==> src/rtl/i2c_reg_access_if.sv <==
// Command/response and i2c_master byte-handshake signals for i2c_reg_access.
interface i2c_reg_access_if;
    logic       cmd_valid;
    logic       cmd_ready;
    logic       cmd_read;
    logic [6:0] cmd_dev_addr;
    logic [7:0] cmd_reg;
    logic [7:0] cmd_wdata;

    logic       rsp_valid;
    logic [7:0] rsp_rdata;
    logic       rsp_err_nack;
    logic       rsp_err_arb;
    logic       rsp_err_timeout;

    logic       m_transfer_ready;
    logic       m_interrupt;
    logic       m_transaction_complete;
    logic       m_nack;
    logic       m_start_err;
    logic       m_arbitration_err;
    logic [7:0] m_data_rx;
    logic [7:0] m_address;
    logic       m_transfer_start;
    logic       m_transfer_continues;
    logic [7:0] m_data_tx;

    // Sequencer view: accepts commands, drives the master handshake
    modport slave (
        input  cmd_valid, cmd_read, cmd_dev_addr, cmd_reg, cmd_wdata,
        output cmd_ready,
        output rsp_valid, rsp_rdata, rsp_err_nack, rsp_err_arb, rsp_err_timeout,
        input  m_transfer_ready, m_interrupt, m_transaction_complete, m_nack,
        input  m_start_err, m_arbitration_err, m_data_rx,
        output m_address, m_transfer_start, m_transfer_continues, m_data_tx
    );

    // Environment view: command source plus the i2c_master side
    modport master (
        output cmd_valid, cmd_read, cmd_dev_addr, cmd_reg, cmd_wdata,
        input  cmd_ready,
        input  rsp_valid, rsp_rdata, rsp_err_nack, rsp_err_arb, rsp_err_timeout,
        output m_transfer_ready, m_interrupt, m_transaction_complete, m_nack,
        output m_start_err, m_arbitration_err, m_data_rx,
        input  m_address, m_transfer_start, m_transfer_continues, m_data_tx
    );
endinterface

==> src/rtl/i2c_reg_access.sv <==
// Single-register read/write sequencer driving the byte-level handshake of i2c_master.
// Reads are a pointer write with STOP followed by a separate one-byte read transaction.
module i2c_reg_access #(
    parameter int unsigned TIMEOUT_CYCLES = 1000000
) (
    input logic              clk_in,
    input logic              reset,
    i2c_reg_access_if.slave  bus
);
    localparam int unsigned WDOG_W = $clog2(TIMEOUT_CYCLES + 1);

    typedef enum logic [3:0] {
        IDLE, ADDR, PTR, WDATA, GAP, RADDR, RDATA, DRAIN, RESP
    } state_t;

    state_t              state, state_n;
    logic [WDOG_W-1:0]   wdog, wdog_n;
    logic                rd_q, rd_n;
    logic [6:0]          dev_q, dev_n;
    logic [7:0]          reg_q, reg_n;
    logic [7:0]          wdata_q, wdata_n;
    logic [7:0]          addr_q, addr_n;
    logic [7:0]          tx_q, tx_n;
    logic                start_q, start_n;
    logic                cont_q, cont_n;
    logic                rsp_valid_q, rsp_valid_n;
    logic [7:0]          rdata_q, rdata_n;
    logic                nack_q, nack_n;
    logic                arb_q, arb_n;
    logic                to_q, to_n;
    logic                fail;

    logic accept, irq_arb, ok_base, ok_full, expired;

    assign bus.cmd_ready = (state == IDLE) && bus.m_transfer_ready && !reset;
    assign accept        = bus.cmd_valid && bus.cmd_ready;
    assign irq_arb       = bus.m_start_err || bus.m_arbitration_err;
    assign ok_base       = !bus.m_nack && !irq_arb;
    assign ok_full       = ok_base && bus.m_transaction_complete;
    // An interrupt in the expiry cycle counts as progress
    assign expired       = (wdog == WDOG_W'(TIMEOUT_CYCLES)) && !bus.m_interrupt;

    // Next-state and registered-output logic
    always_comb begin
        state_n     = state;
        rd_n        = rd_q;
        dev_n       = dev_q;
        reg_n       = reg_q;
        wdata_n     = wdata_q;
        addr_n      = addr_q;
        tx_n        = tx_q;
        start_n     = start_q;
        cont_n      = cont_q;
        rdata_n     = rdata_q;
        nack_n      = nack_q;
        arb_n       = arb_q;
        to_n        = to_q;
        fail        = 1'b0;
        rsp_valid_n = 1'b0;
        wdog_n      = '0;

        case (state)
            IDLE: if (accept) begin
                rd_n    = bus.cmd_read;
                dev_n   = bus.cmd_dev_addr;
                reg_n   = bus.cmd_reg;
                wdata_n = bus.cmd_wdata;
                rdata_n = 8'h00;
                nack_n  = 1'b0;
                arb_n   = 1'b0;
                to_n    = 1'b0;
                addr_n  = {bus.cmd_dev_addr, 1'b0};
                start_n = 1'b1;
                cont_n  = 1'b1;
                state_n = ADDR;
            end
            ADDR: if (bus.m_interrupt) begin
                if (ok_base) begin
                    start_n = 1'b0;
                    tx_n    = reg_q;
                    cont_n  = !rd_q;
                    state_n = PTR;
                end else fail = 1'b1;
            end
            PTR: if (bus.m_interrupt) begin
                if (!ok_full)   fail = 1'b1;
                else if (rd_q)  state_n = GAP;
                else begin
                    tx_n    = wdata_q;
                    cont_n  = 1'b0;
                    state_n = WDATA;
                end
            end
            WDATA: if (bus.m_interrupt) begin
                if (ok_full) state_n = DRAIN;
                else         fail = 1'b1;
            end
            GAP: if (bus.m_transfer_ready) begin
                addr_n  = {dev_q, 1'b1};
                start_n = 1'b1;
                cont_n  = 1'b1;
                state_n = RADDR;
            end
            RADDR: if (bus.m_interrupt) begin
                if (ok_base) begin
                    start_n = 1'b0;
                    cont_n  = 1'b0;
                    state_n = RDATA;
                end else fail = 1'b1;
            end
            // The master NACKs the single read byte itself, so m_nack is expected here
            RDATA: if (bus.m_interrupt) begin
                if (!irq_arb && bus.m_transaction_complete) begin
                    rdata_n = bus.m_data_rx;
                    state_n = DRAIN;
                end else fail = 1'b1;
            end
            DRAIN: begin
                start_n = 1'b0;
                cont_n  = 1'b0;
                if (bus.m_transfer_ready) state_n = RESP;
            end
            RESP:    state_n = IDLE;
            default: state_n = IDLE;
        endcase

        if (fail) begin
            if (irq_arb) arb_n  = 1'b1;
            else         nack_n = 1'b1;
            start_n = 1'b0;
            cont_n  = 1'b0;
            state_n = DRAIN;
        end

        if (expired && state != IDLE && state != RESP) begin
            to_n    = 1'b1;
            start_n = 1'b0;
            cont_n  = 1'b0;
            state_n = RESP;
        end

        rsp_valid_n = (state_n == RESP);

        if (state != IDLE && state_n == state && !bus.m_interrupt)
            wdog_n = wdog + 1'b1;
    end

    always_ff @(posedge clk_in or posedge reset) begin
        if (reset) begin
            state       <= IDLE;
            wdog        <= '0;
            rd_q        <= 1'b0;
            dev_q       <= 7'h00;
            reg_q       <= 8'h00;
            wdata_q     <= 8'h00;
            addr_q      <= 8'h00;
            tx_q        <= 8'h00;
            start_q     <= 1'b0;
            cont_q      <= 1'b0;
            rsp_valid_q <= 1'b0;
            rdata_q     <= 8'h00;
            nack_q      <= 1'b0;
            arb_q       <= 1'b0;
            to_q        <= 1'b0;
        end else begin
            state       <= state_n;
            wdog        <= wdog_n;
            rd_q        <= rd_n;
            dev_q       <= dev_n;
            reg_q       <= reg_n;
            wdata_q     <= wdata_n;
            addr_q      <= addr_n;
            tx_q        <= tx_n;
            start_q     <= start_n;
            cont_q      <= cont_n;
            rsp_valid_q <= rsp_valid_n;
            rdata_q     <= rdata_n;
            nack_q      <= nack_n;
            arb_q       <= arb_n;
            to_q        <= to_n;
        end
    end

    assign bus.rsp_valid            = rsp_valid_q;
    assign bus.rsp_rdata            = rdata_q;
    assign bus.rsp_err_nack         = nack_q;
    assign bus.rsp_err_arb          = arb_q;
    assign bus.rsp_err_timeout      = to_q;
    assign bus.m_address            = addr_q;
    assign bus.m_transfer_start     = start_q;
    assign bus.m_transfer_continues = cont_q;
    assign bus.m_data_tx            = tx_q;
endmodule

==> src/flat_wrapper.sv <==
// flat-port wrapper written by rule: the top's interface ports become plain ports
module i2c_reg_access_flat 
#(
    parameter int unsigned TIMEOUT_CYCLES = 1000000
)
  (clk_in, reset, bus_cmd_valid, bus_cmd_read, bus_cmd_dev_addr, bus_cmd_reg, bus_cmd_wdata, bus_cmd_ready, bus_rsp_valid, bus_rsp_rdata, bus_rsp_err_nack, bus_rsp_err_arb, bus_rsp_err_timeout, bus_m_transfer_ready, bus_m_interrupt, bus_m_transaction_complete, bus_m_nack, bus_m_start_err, bus_m_arbitration_err, bus_m_data_rx, bus_m_address, bus_m_transfer_start, bus_m_transfer_continues, bus_m_data_tx);
  i2c_reg_access_if bus_i ();
  input logic clk_in;
  input logic reset;
  input wire logic [$bits(bus_i.cmd_valid)-1:0] bus_cmd_valid;
  input wire logic [$bits(bus_i.cmd_read)-1:0] bus_cmd_read;
  input wire logic [$bits(bus_i.cmd_dev_addr)-1:0] bus_cmd_dev_addr;
  input wire logic [$bits(bus_i.cmd_reg)-1:0] bus_cmd_reg;
  input wire logic [$bits(bus_i.cmd_wdata)-1:0] bus_cmd_wdata;
  output wire logic [$bits(bus_i.cmd_ready)-1:0] bus_cmd_ready;
  output wire logic [$bits(bus_i.rsp_valid)-1:0] bus_rsp_valid;
  output wire logic [$bits(bus_i.rsp_rdata)-1:0] bus_rsp_rdata;
  output wire logic [$bits(bus_i.rsp_err_nack)-1:0] bus_rsp_err_nack;
  output wire logic [$bits(bus_i.rsp_err_arb)-1:0] bus_rsp_err_arb;
  output wire logic [$bits(bus_i.rsp_err_timeout)-1:0] bus_rsp_err_timeout;
  input wire logic [$bits(bus_i.m_transfer_ready)-1:0] bus_m_transfer_ready;
  input wire logic [$bits(bus_i.m_interrupt)-1:0] bus_m_interrupt;
  input wire logic [$bits(bus_i.m_transaction_complete)-1:0] bus_m_transaction_complete;
  input wire logic [$bits(bus_i.m_nack)-1:0] bus_m_nack;
  input wire logic [$bits(bus_i.m_start_err)-1:0] bus_m_start_err;
  input wire logic [$bits(bus_i.m_arbitration_err)-1:0] bus_m_arbitration_err;
  input wire logic [$bits(bus_i.m_data_rx)-1:0] bus_m_data_rx;
  output wire logic [$bits(bus_i.m_address)-1:0] bus_m_address;
  output wire logic [$bits(bus_i.m_transfer_start)-1:0] bus_m_transfer_start;
  output wire logic [$bits(bus_i.m_transfer_continues)-1:0] bus_m_transfer_continues;
  output wire logic [$bits(bus_i.m_data_tx)-1:0] bus_m_data_tx;
  assign bus_i.cmd_valid = bus_cmd_valid;
  assign bus_i.cmd_read = bus_cmd_read;
  assign bus_i.cmd_dev_addr = bus_cmd_dev_addr;
  assign bus_i.cmd_reg = bus_cmd_reg;
  assign bus_i.cmd_wdata = bus_cmd_wdata;
  assign bus_cmd_ready = bus_i.cmd_ready;
  assign bus_rsp_valid = bus_i.rsp_valid;
  assign bus_rsp_rdata = bus_i.rsp_rdata;
  assign bus_rsp_err_nack = bus_i.rsp_err_nack;
  assign bus_rsp_err_arb = bus_i.rsp_err_arb;
  assign bus_rsp_err_timeout = bus_i.rsp_err_timeout;
  assign bus_i.m_transfer_ready = bus_m_transfer_ready;
  assign bus_i.m_interrupt = bus_m_interrupt;
  assign bus_i.m_transaction_complete = bus_m_transaction_complete;
  assign bus_i.m_nack = bus_m_nack;
  assign bus_i.m_start_err = bus_m_start_err;
  assign bus_i.m_arbitration_err = bus_m_arbitration_err;
  assign bus_i.m_data_rx = bus_m_data_rx;
  assign bus_m_address = bus_i.m_address;
  assign bus_m_transfer_start = bus_i.m_transfer_start;
  assign bus_m_transfer_continues = bus_i.m_transfer_continues;
  assign bus_m_data_tx = bus_i.m_data_tx;
  i2c_reg_access #(.TIMEOUT_CYCLES(TIMEOUT_CYCLES)) u_core (.clk_in(clk_in), .reset(reset), .bus(bus_i));
endmodule
==> config.mk <==
export PLATFORM = sky130hd
export DESIGN_NAME = i2c_reg_access_flat
export DESIGN_NICKNAME = d
export VERILOG_FILES = /design/src/rtl/i2c_reg_access_if.sv /design/src/rtl/i2c_reg_access.sv /design/src/flat_wrapper.sv
export SDC_FILE = /design/constraint.sdc
export NUM_CORES = 1
export LEC_CHECK = 0
export CAP_MARGIN = 20
export CORE_ASPECT_RATIO = 1.5
export CORE_MARGIN = 2
export CORE_UTILIZATION = 47
export DETAILED_ROUTE_END_ITERATION = 7
export PLACE_DENSITY = 0.79
export SYNTH_ARGS = -nofsm -noshare
export SYNTH_HDL_FRONTEND = slang
export SYNTH_SLANG_ARGS = --single-unit
==> constraint.sdc <==
create_clock -name clk_in -period 2.75 [get_ports clk_in]
set_clock_uncertainty 0.1 [all_clocks]
set_input_delay 0.4125 -clock clk_in [delete_from_list [all_inputs] [get_ports clk_in]]
set_output_delay 0.4125 -clock clk_in [all_outputs]
set_load 0.03 [all_outputs]
# == Yosys cells after proc, flatten, opt, wreduce, memory -nomap -nowiden ==
# Cells that the tools add are included.
# word_totals
register_bits,78
input_bits,41
mem_bits_ro,0
elab_cells,146
output_inout_bits,31
latchBits,0
mem_count,0
mem_bits_rw,0
# classes
eq_ne,31
n_reduce_logical,35
addsub,1
n_mul,0
bitwise,0
order_cmp,0
shifts,0
n_div,0
mux,64
# ops
op,count
8-bit 2-to-1 mux,10
4-bit 2-to-1 mux,15
8-bit case mux with 2 select lines,3
4-bit case mux with 8 select lines,1
1-bit 2-to-1 mux,30
20-bit by 1-bit adder with 20-bit output (second input constant),1
20-bit equality test (second input constant),1
20-bit 2-to-1 mux,1
4-bit by 1-bit inequality test with 1-bit output (second input constant),5
4-bit by 2-bit inequality test with 1-bit output (second input constant),5
4-bit by 3-bit equality test with 1-bit output (second input constant),4
1-bit logical AND,11
2-bit inequality test (second input constant),5
10-bit AND reduction,1
2-bit nonzero test,5
4-bit by 2-bit equality test with 1-bit output (second input constant),2
2-bit by 1-bit inequality test with 1-bit output (second input constant),4
4-bit inequality test (second input constant),2
8-bit nonzero test,1
1-bit case mux with 6 select lines,1
6-bit AND reduction,1
6-bit nonzero test,1
1-bit logical NOT,5
5-bit AND reduction,1
other kinds (13),15

# == Longest topological paths before layout ==
# Gate-level depths: netlist of the first run.
# logic_depth
word_depth,13
mapped_depth,9
depth_no_buf,7

# == Worst setup path after synthesis of the first run ==
# No wires, ideal clock.
# synth_path
kind,input-to-reg
startpoint,input reset
endpoint,register u_core.wdog[1]
arrival_time_ps,3307
path_buffers,2
t_required_ps,2526
stages,7
setup_time_ps,124
slack_ps,-781
path_cell_list,inv_1 > and4_1 > buf_2 > a41oi_1 > a311oi_1 > buf_2 > nor3b_1
# synth_between
elab_chain_cells,11
# synth_rtl
element,line_no,rtl
"start, declared",flat_wrapper.sv:9,input logic reset;
1-bit logical NOT,i2c_reg_access.sv:35,assign bus.cmd_ready = (state == IDLE) && bus.m_transfer_ready && !reset;
1-bit logical AND,i2c_reg_access.sv:35,
1-bit logical AND,i2c_reg_access.sv:36,assign accept = bus.cmd_valid && bus.cmd_ready;
4-bit 2-to-1 mux,i2c_reg_access.sv:63,IDLE: if (accept) begin
4-bit case mux with 8 select lines,i2c_reg_access.sv:62,case (state)
4-bit 2-to-1 mux,i2c_reg_access.sv:127,if (fail) begin
4-bit 2-to-1 mux,i2c_reg_access.sv:135,if (expired && state != IDLE && state != RESP) begin
4-bit equality test,i2c_reg_access.sv:144,if (state != IDLE && state_n == state && !bus.m_interrupt)
1-bit logical AND (2 in series),i2c_reg_access.sv:144,
20-bit 2-to-1 mux,i2c_reg_access.sv:144,
via u_core.wdog_n[1],i2c_reg_access.sv:17,"logic [WDOG_W-1:0] wdog, wdog_n;"
"end signal, assigned",i2c_reg_access.sv:167,wdog <= wdog_n;
"end, declared",i2c_reg_access.sv:17,
# The timed path passes the listed nets, and every way through them passes these cells.
# A chain may end at the register's enable or synchronous reset.

# == Worst setup path after layout of the first run ==
# layout_path
startpoint,register u_core.state[1]
endpoint,output bus_cmd_ready
# layout_between
elab_chain_cells,3
# layout_rtl
element,line_no,rtl
"start, declared",i2c_reg_access.sv:16,"state_t state, state_n;"
"start signal, assigned",i2c_reg_access.sv:166,state <= state_n;
4-bit logical NOT,i2c_reg_access.sv:35,
1-bit logical AND (2 in series),i2c_reg_access.sv:35,
"end, declared",flat_wrapper.sv:15,output wire logic [$bits(bus_i.cmd_ready)-1:0] bus_cmd_ready;
# Every way passes these cells.

==> results of run 1 <==
-- kinds of logic (layout without fill, tap and decap cells) --
logic type,count (synthesis),in the layout
buffers and inverters,31,123
multiplexers,15,15
AND/OR/NAND/NOR,207,207
adder cells (fa/ha/maj),2,2
XOR/XNOR,18,18
flip-flops,78,78
AO/OA/AOI/OAI,58,58
-- per-stage QoR --
stage               TNS (ns)  cells  power, mW  instance area, um^2  worst slack (ns)
global placement           0    587       3.51                 4760             0.108
detailed placement         0    587       3.57                 4760            0.0694
floorplan              -6.79    409       2.85                 3800            -0.220
finish                     0    603       4.69                 5040            0.0864
global route               0    603       4.97                 5040           0.00252
CTS                        0    603       4.73                 5040            0.0935
-- cells in the mapped netlist (all sizes together) --
library cell / count
nand2: 121
dfrtp: 78
o21ai: 29
nor3: 27
mux2i: 15
nor2: 13
buf: 12
clkbuf: 12
nand3: 12
xnor2: 11
a21oi: 9
inv: 7
xor2: 7
a31oi: 5
nand4: 5
nor4b: 5
and3: 3
nor3b: 3
or4: 3
or4b: 3
and4: 2
ha: 2
nand2b: 2
nor2b: 2
nor4: 2
o2111ai: 2
o211ai: 2
a211o: 1
a221o: 1
a221oi: 1
a22o: 1
a2bb2oi: 1
a311oi: 1
a32o: 1
a41oi: 1
and2: 1
and2b: 1
o22ai: 1
o2bb2ai: 1
o31ai: 1
or2: 1
or3: 1
-- power by group through the flow --
| stage | logic [mW] | registers, mW | clock network, mW |
|---|---|---|---|
| after floorplan | 0.911 | 1.94 | 0 |
| after global placement | 1.78 | 1.73 | 0 |
| after detailed placement | 1.83 | 1.74 | 0 |
| after CTS | 1.84 | 1.73 | 1.17 |
| after global routing | 1.98 | 1.77 | 1.21 |
| final | 1.82 | 1.73 | 1.14 |
-- routing by layer --
metal | GRT usage | wire [um]
met1 | 0.262 | 3730
met5 | 0 | 0
met2 | 0.378 | 4790
met4 | 0.0994 | 178
met3 | 0.0606 | 441
-- worst min-delay path by stage --
stage / from / endpoint / slack [ns] / depth (start not counted)
2_1_floorplan: u_core.reg_q[0] / u_core.reg_q[0] / 0.34 / 2
3_3_place_gp: u_core.reg_q[6] / u_core.reg_q[6] / 0.36 / 2
3_5_place_dp: u_core.dev_q[6] / u_core.dev_q[6] / 0.36 / 2
4_1_cts: u_core.reg_q[7] / u_core.reg_q[7] / 0.38 / 2
5_1_grt: u_core.dev_q[2] / u_core.dev_q[2] / 0.40 / 2
6_report: u_core.reg_q[7] / u_core.reg_q[7] / 0.37 / 2
-- sequential cells by signal, summed over array words and instances (netlist names) --
register,flops
u_core.wdog,20
u_core.bus.m_address,8
u_core.bus.m_data_tx,8
u_core.bus.rsp_rdata,8
u_core.reg_q,8
u_core.wdata_q,8
u_core.dev_q,7
u_core.state,4
u_core.bus.m_transfer_continues,1
u_core.bus.m_transfer_start,1
u_core.bus.rsp_err_arb,1
u_core.bus.rsp_err_nack,1
u_core.bus.rsp_err_timeout,1
u_core.bus.rsp_valid,1
u_core.rd_q,1
-- final cells by class --
class | instances | area, um^2
Fill cell | 625 | 2620
Multi-Input combinational cell | 300 | 1710
Inverter | 7 | 30.0
Sequential cell | 78 | 1950
Tap cell | 102 | 128
Timing Repair Buffer | 100 | 941
Clock inverter | 4 | 47.5
Clock buffer | 12 | 236
-- worst reg2reg max path, cell delays in order, from the launching register on --
cell	delay, ns
sky130_fd_sc_hd__dfrtp_1	0.55
sky130_fd_sc_hd__buf_4	0.23
sky130_fd_sc_hd__nor3_1	0.07
sky130_fd_sc_hd__or4_1	0.51
sky130_fd_sc_hd__or2_2	0.38
sky130_fd_sc_hd__nand3_1	0.15
sky130_fd_sc_hd__buf_12	0.18
sky130_fd_sc_hd__nor3_1	0.08
-- cells in the final DEF (no fill, tap or decap), types with 2 or more instances in the layout --
master,n
sky130_fd_sc_hd__a21oi_1,9
sky130_fd_sc_hd__a31oi_1,5
sky130_fd_sc_hd__and3_1,3
sky130_fd_sc_hd__and4_1,2
sky130_fd_sc_hd__buf_4,28
sky130_fd_sc_hd__clkbuf_1,3
sky130_fd_sc_hd__clkbuf_16,9
sky130_fd_sc_hd__clkdlybuf4s50_1,71
sky130_fd_sc_hd__clkinv_2,2
sky130_fd_sc_hd__clkinvlp_4,2
sky130_fd_sc_hd__dfrtp_1,78
sky130_fd_sc_hd__ha_1,2
sky130_fd_sc_hd__inv_1,6
sky130_fd_sc_hd__mux2i_1,15
sky130_fd_sc_hd__nand2_1,121
sky130_fd_sc_hd__nand2b_1,2
sky130_fd_sc_hd__nand3_1,12
sky130_fd_sc_hd__nand4_1,5
sky130_fd_sc_hd__nor2_1,13
sky130_fd_sc_hd__nor2b_1,2
sky130_fd_sc_hd__nor3_1,24
sky130_fd_sc_hd__nor3_2,3
sky130_fd_sc_hd__nor3b_1,2
sky130_fd_sc_hd__nor4b_1,5
sky130_fd_sc_hd__o21ai_0,29
sky130_fd_sc_hd__or4_1,3
sky130_fd_sc_hd__or4b_1,2
sky130_fd_sc_hd__xnor2_1,11
sky130_fd_sc_hd__xor2_1,7
==> flow_summary.json, run 1 <==
{
  "area_share_of_the_largest_cell_type_after_synthesis": 0.521,
  "pwr-share-seq": 0.369,
  "netSwitchingFraction": 0.370,
  "reg2reg_setup_slack_ns": 0.39,
  "cts_tree": "built",
  "p_leak_nw": 2.15,
  "critPathSlowestCell": "sky130_fd_sc_hd__clkdlybuf4s50_1",
  "place.detailed.hpwl_um": 6440,
  "clock_tree.buffer_depth": 2,
  "worst_setup_path_start_kind": "flip-flop",
  "insertion_delay_ns": 0.33,
  "simple_gate_share_of_the_synthesized_area": 0.257,
  "chipWidth_um": 76.9,
  "hold_path_class": "reg -> reg",
  "clk_pin_slew_worst_paths_ns": 0.06,
  "worstSetupEndpoint": "bus_cmd_ready",
  "synth-xor-area-share": 0.0421,
  "synth_sequential_area_ratio": 0.521,
  "holdBufCountCts": 0,
  "maxCapViolations": 0,
  "critical_path_class": "reg -> out",
  "synth_compound_gate_area_share": 0.0992,
  "worst_r2r_path_depth": 7,
  "drt-total-wl_um": 9140,
  "finalMaxSlewViolations": 0,
  "worst_r2r_startpoint": "u_core.state[1]",
  "cts_root_buffer": "sky130_fd_sc_hd__clkbuf_16",
  "cts-buffers-inserted": 9,
  "number_of_antenna_violations_at_the_first_check_in_global_routing": 0,
  "timing.max_slew.rel_slack": 0.594,
  "clock.fmax_ghz": 0.375,
  "vias_per_cell": 5.43,
  "effective_utilization_at_floorplan": 0.489,
  "synthesis.instances": 409,
  "firstDrtPassIters": 4,
  "rows": 39,
  "worstSetupPathDepth": 3,
  "synth_top_family_by_area": "simple AND/OR/NAND/NOR gates",
  "fin_nets": 539,
  "grt_max_degree": 49,
  "grtUsageTotal": 0.222,
  "finalSetupViolCount": 0,
  "comb_power_share": 0.388,
  "worstPathCellList": "nor4_2, and3_1, clkdlybuf4s50_1",
  "cp_slowest_stage_delay_ns": 0.69,
  "proportion_of_layout_cells_with_a_drive_suffix_above_1": 0.108,
  "post_synth_num_cell_types": 48,
  "critical_path_arrival_ns": 2.15,
  "route.antenna.remaining_nets": 0,
  "synth_seq_cells": 78,
  "power_report.internal_total_mw": 2.96,
  "post_route_core_utilization": 0.658,
  "post_synth.cell_area_avg_um2": 9.16,
  "synth-adder-area-share": 0.00668,
  "hold-worst-slack_ns": 0.374,
  "status": "finished clean",
  "die-height_um": 113,
  "clock_tree.htree_level_count": 3,
  "biggest_area_contributors_in_the_synthesized_netlist": "sky130_fd_sc_hd__dfrtp_1 (52%), sky130_fd_sc_hd__nand2_1 (12%), sky130_fd_sc_hd__mux2i_1 (4.0%)",
  "globalRouteOverflowTotal": 0,
  "worst_r2r_endpoint": "u_core.wdog[15]",
  "layout_worst_path_cycle_share": 0.969,
  "grt_first_pass_wirelength_um": 15400,
  "ios": 72,
  "syn_area_um2": 3750,
  "synth.mux.area_fraction": 0.0401,
  "peak_supply_drop_mv": 0.488,
  "grt_setup_unrepaired": "no",
  "numPortBuffers": 71,
  "design.die.area_um2": 8720,
  "grt_pass1_vias": 3349,
  "least_margin_pin_slew_ns": 0.609,
  "launch_point_of_the_critical_path": "u_core.state[1]",
  "clkSinkCount": 78,
  "route.vias.total": 3276,
  "fp.coreArea_um2": 7660,
  "gp_congestion": 0.893,
  "worst-endpoint-required_ns": 2.24,
  "final_hold_viol_count": 0,
  "synth.net_count": 452,
  "critical_path_buffers_and_inverters": 1,
  "power.clock.fraction": 0.244,
  "kind_of_end_point_of_the_critical_path": "primary output",
  "post_synth_top_area_cell": "sky130_fd_sc_hd__dfrtp_1",
  "postCtsSetupRepairBufs": 0,
  "ys.warnings.count": 0,
  "area_delta_synth_final_pct": 34.6,
  "ctsResizeCount": 0,
  "antenna_cells_inserted": 0,
  "drt_drc_violations_left": 0,
  "critical_path.top_delay_family": "buffers and inverters",
  "p_switching_mw": 1.74,
  "power_density_nw_per_um2": 931,
  "route.detailed.wl_per_inst_um": 15.2,
  "finalWorstPathRequiredPeriod_ns": 2.66,
  "drt-initial-drc-count": 250,
  "crit_path_max_fanout": 11
}
(Power assumes the default switching activity.)
==> run 2: changes to the inputs <==
--- a/config.mk
+++ b/config.mk
@@ -11,6 +11,7 @@
 export CORE_UTILIZATION = 47
 export DETAILED_ROUTE_END_ITERATION = 7
 export PLACE_DENSITY = 0.79
+export SLEW_MARGIN = 25
 export SYNTH_ARGS = -nofsm -noshare
 export SYNTH_HDL_FRONTEND = slang
 export SYNTH_SLANG_ARGS = --single-unit
==> results of run 2 <==
The final DEF is identical to that of run 1; final timing and power are the same.
==> run 3: changes to the inputs <==
--- a/config.mk
+++ b/config.mk
@@ -11,7 +11,7 @@
 export CORE_UTILIZATION = 47
 export DETAILED_ROUTE_END_ITERATION = 7
 export PLACE_DENSITY = 0.79
-export SLEW_MARGIN = 25
+export SLEW_MARGIN = 5
 export SYNTH_ARGS = -nofsm -noshare
 export SYNTH_HDL_FRONTEND = slang
 export SYNTH_SLANG_ARGS = --single-unit
==> results of run 3 <==
The final DEF is identical to that of run 1; final timing and power are the same.
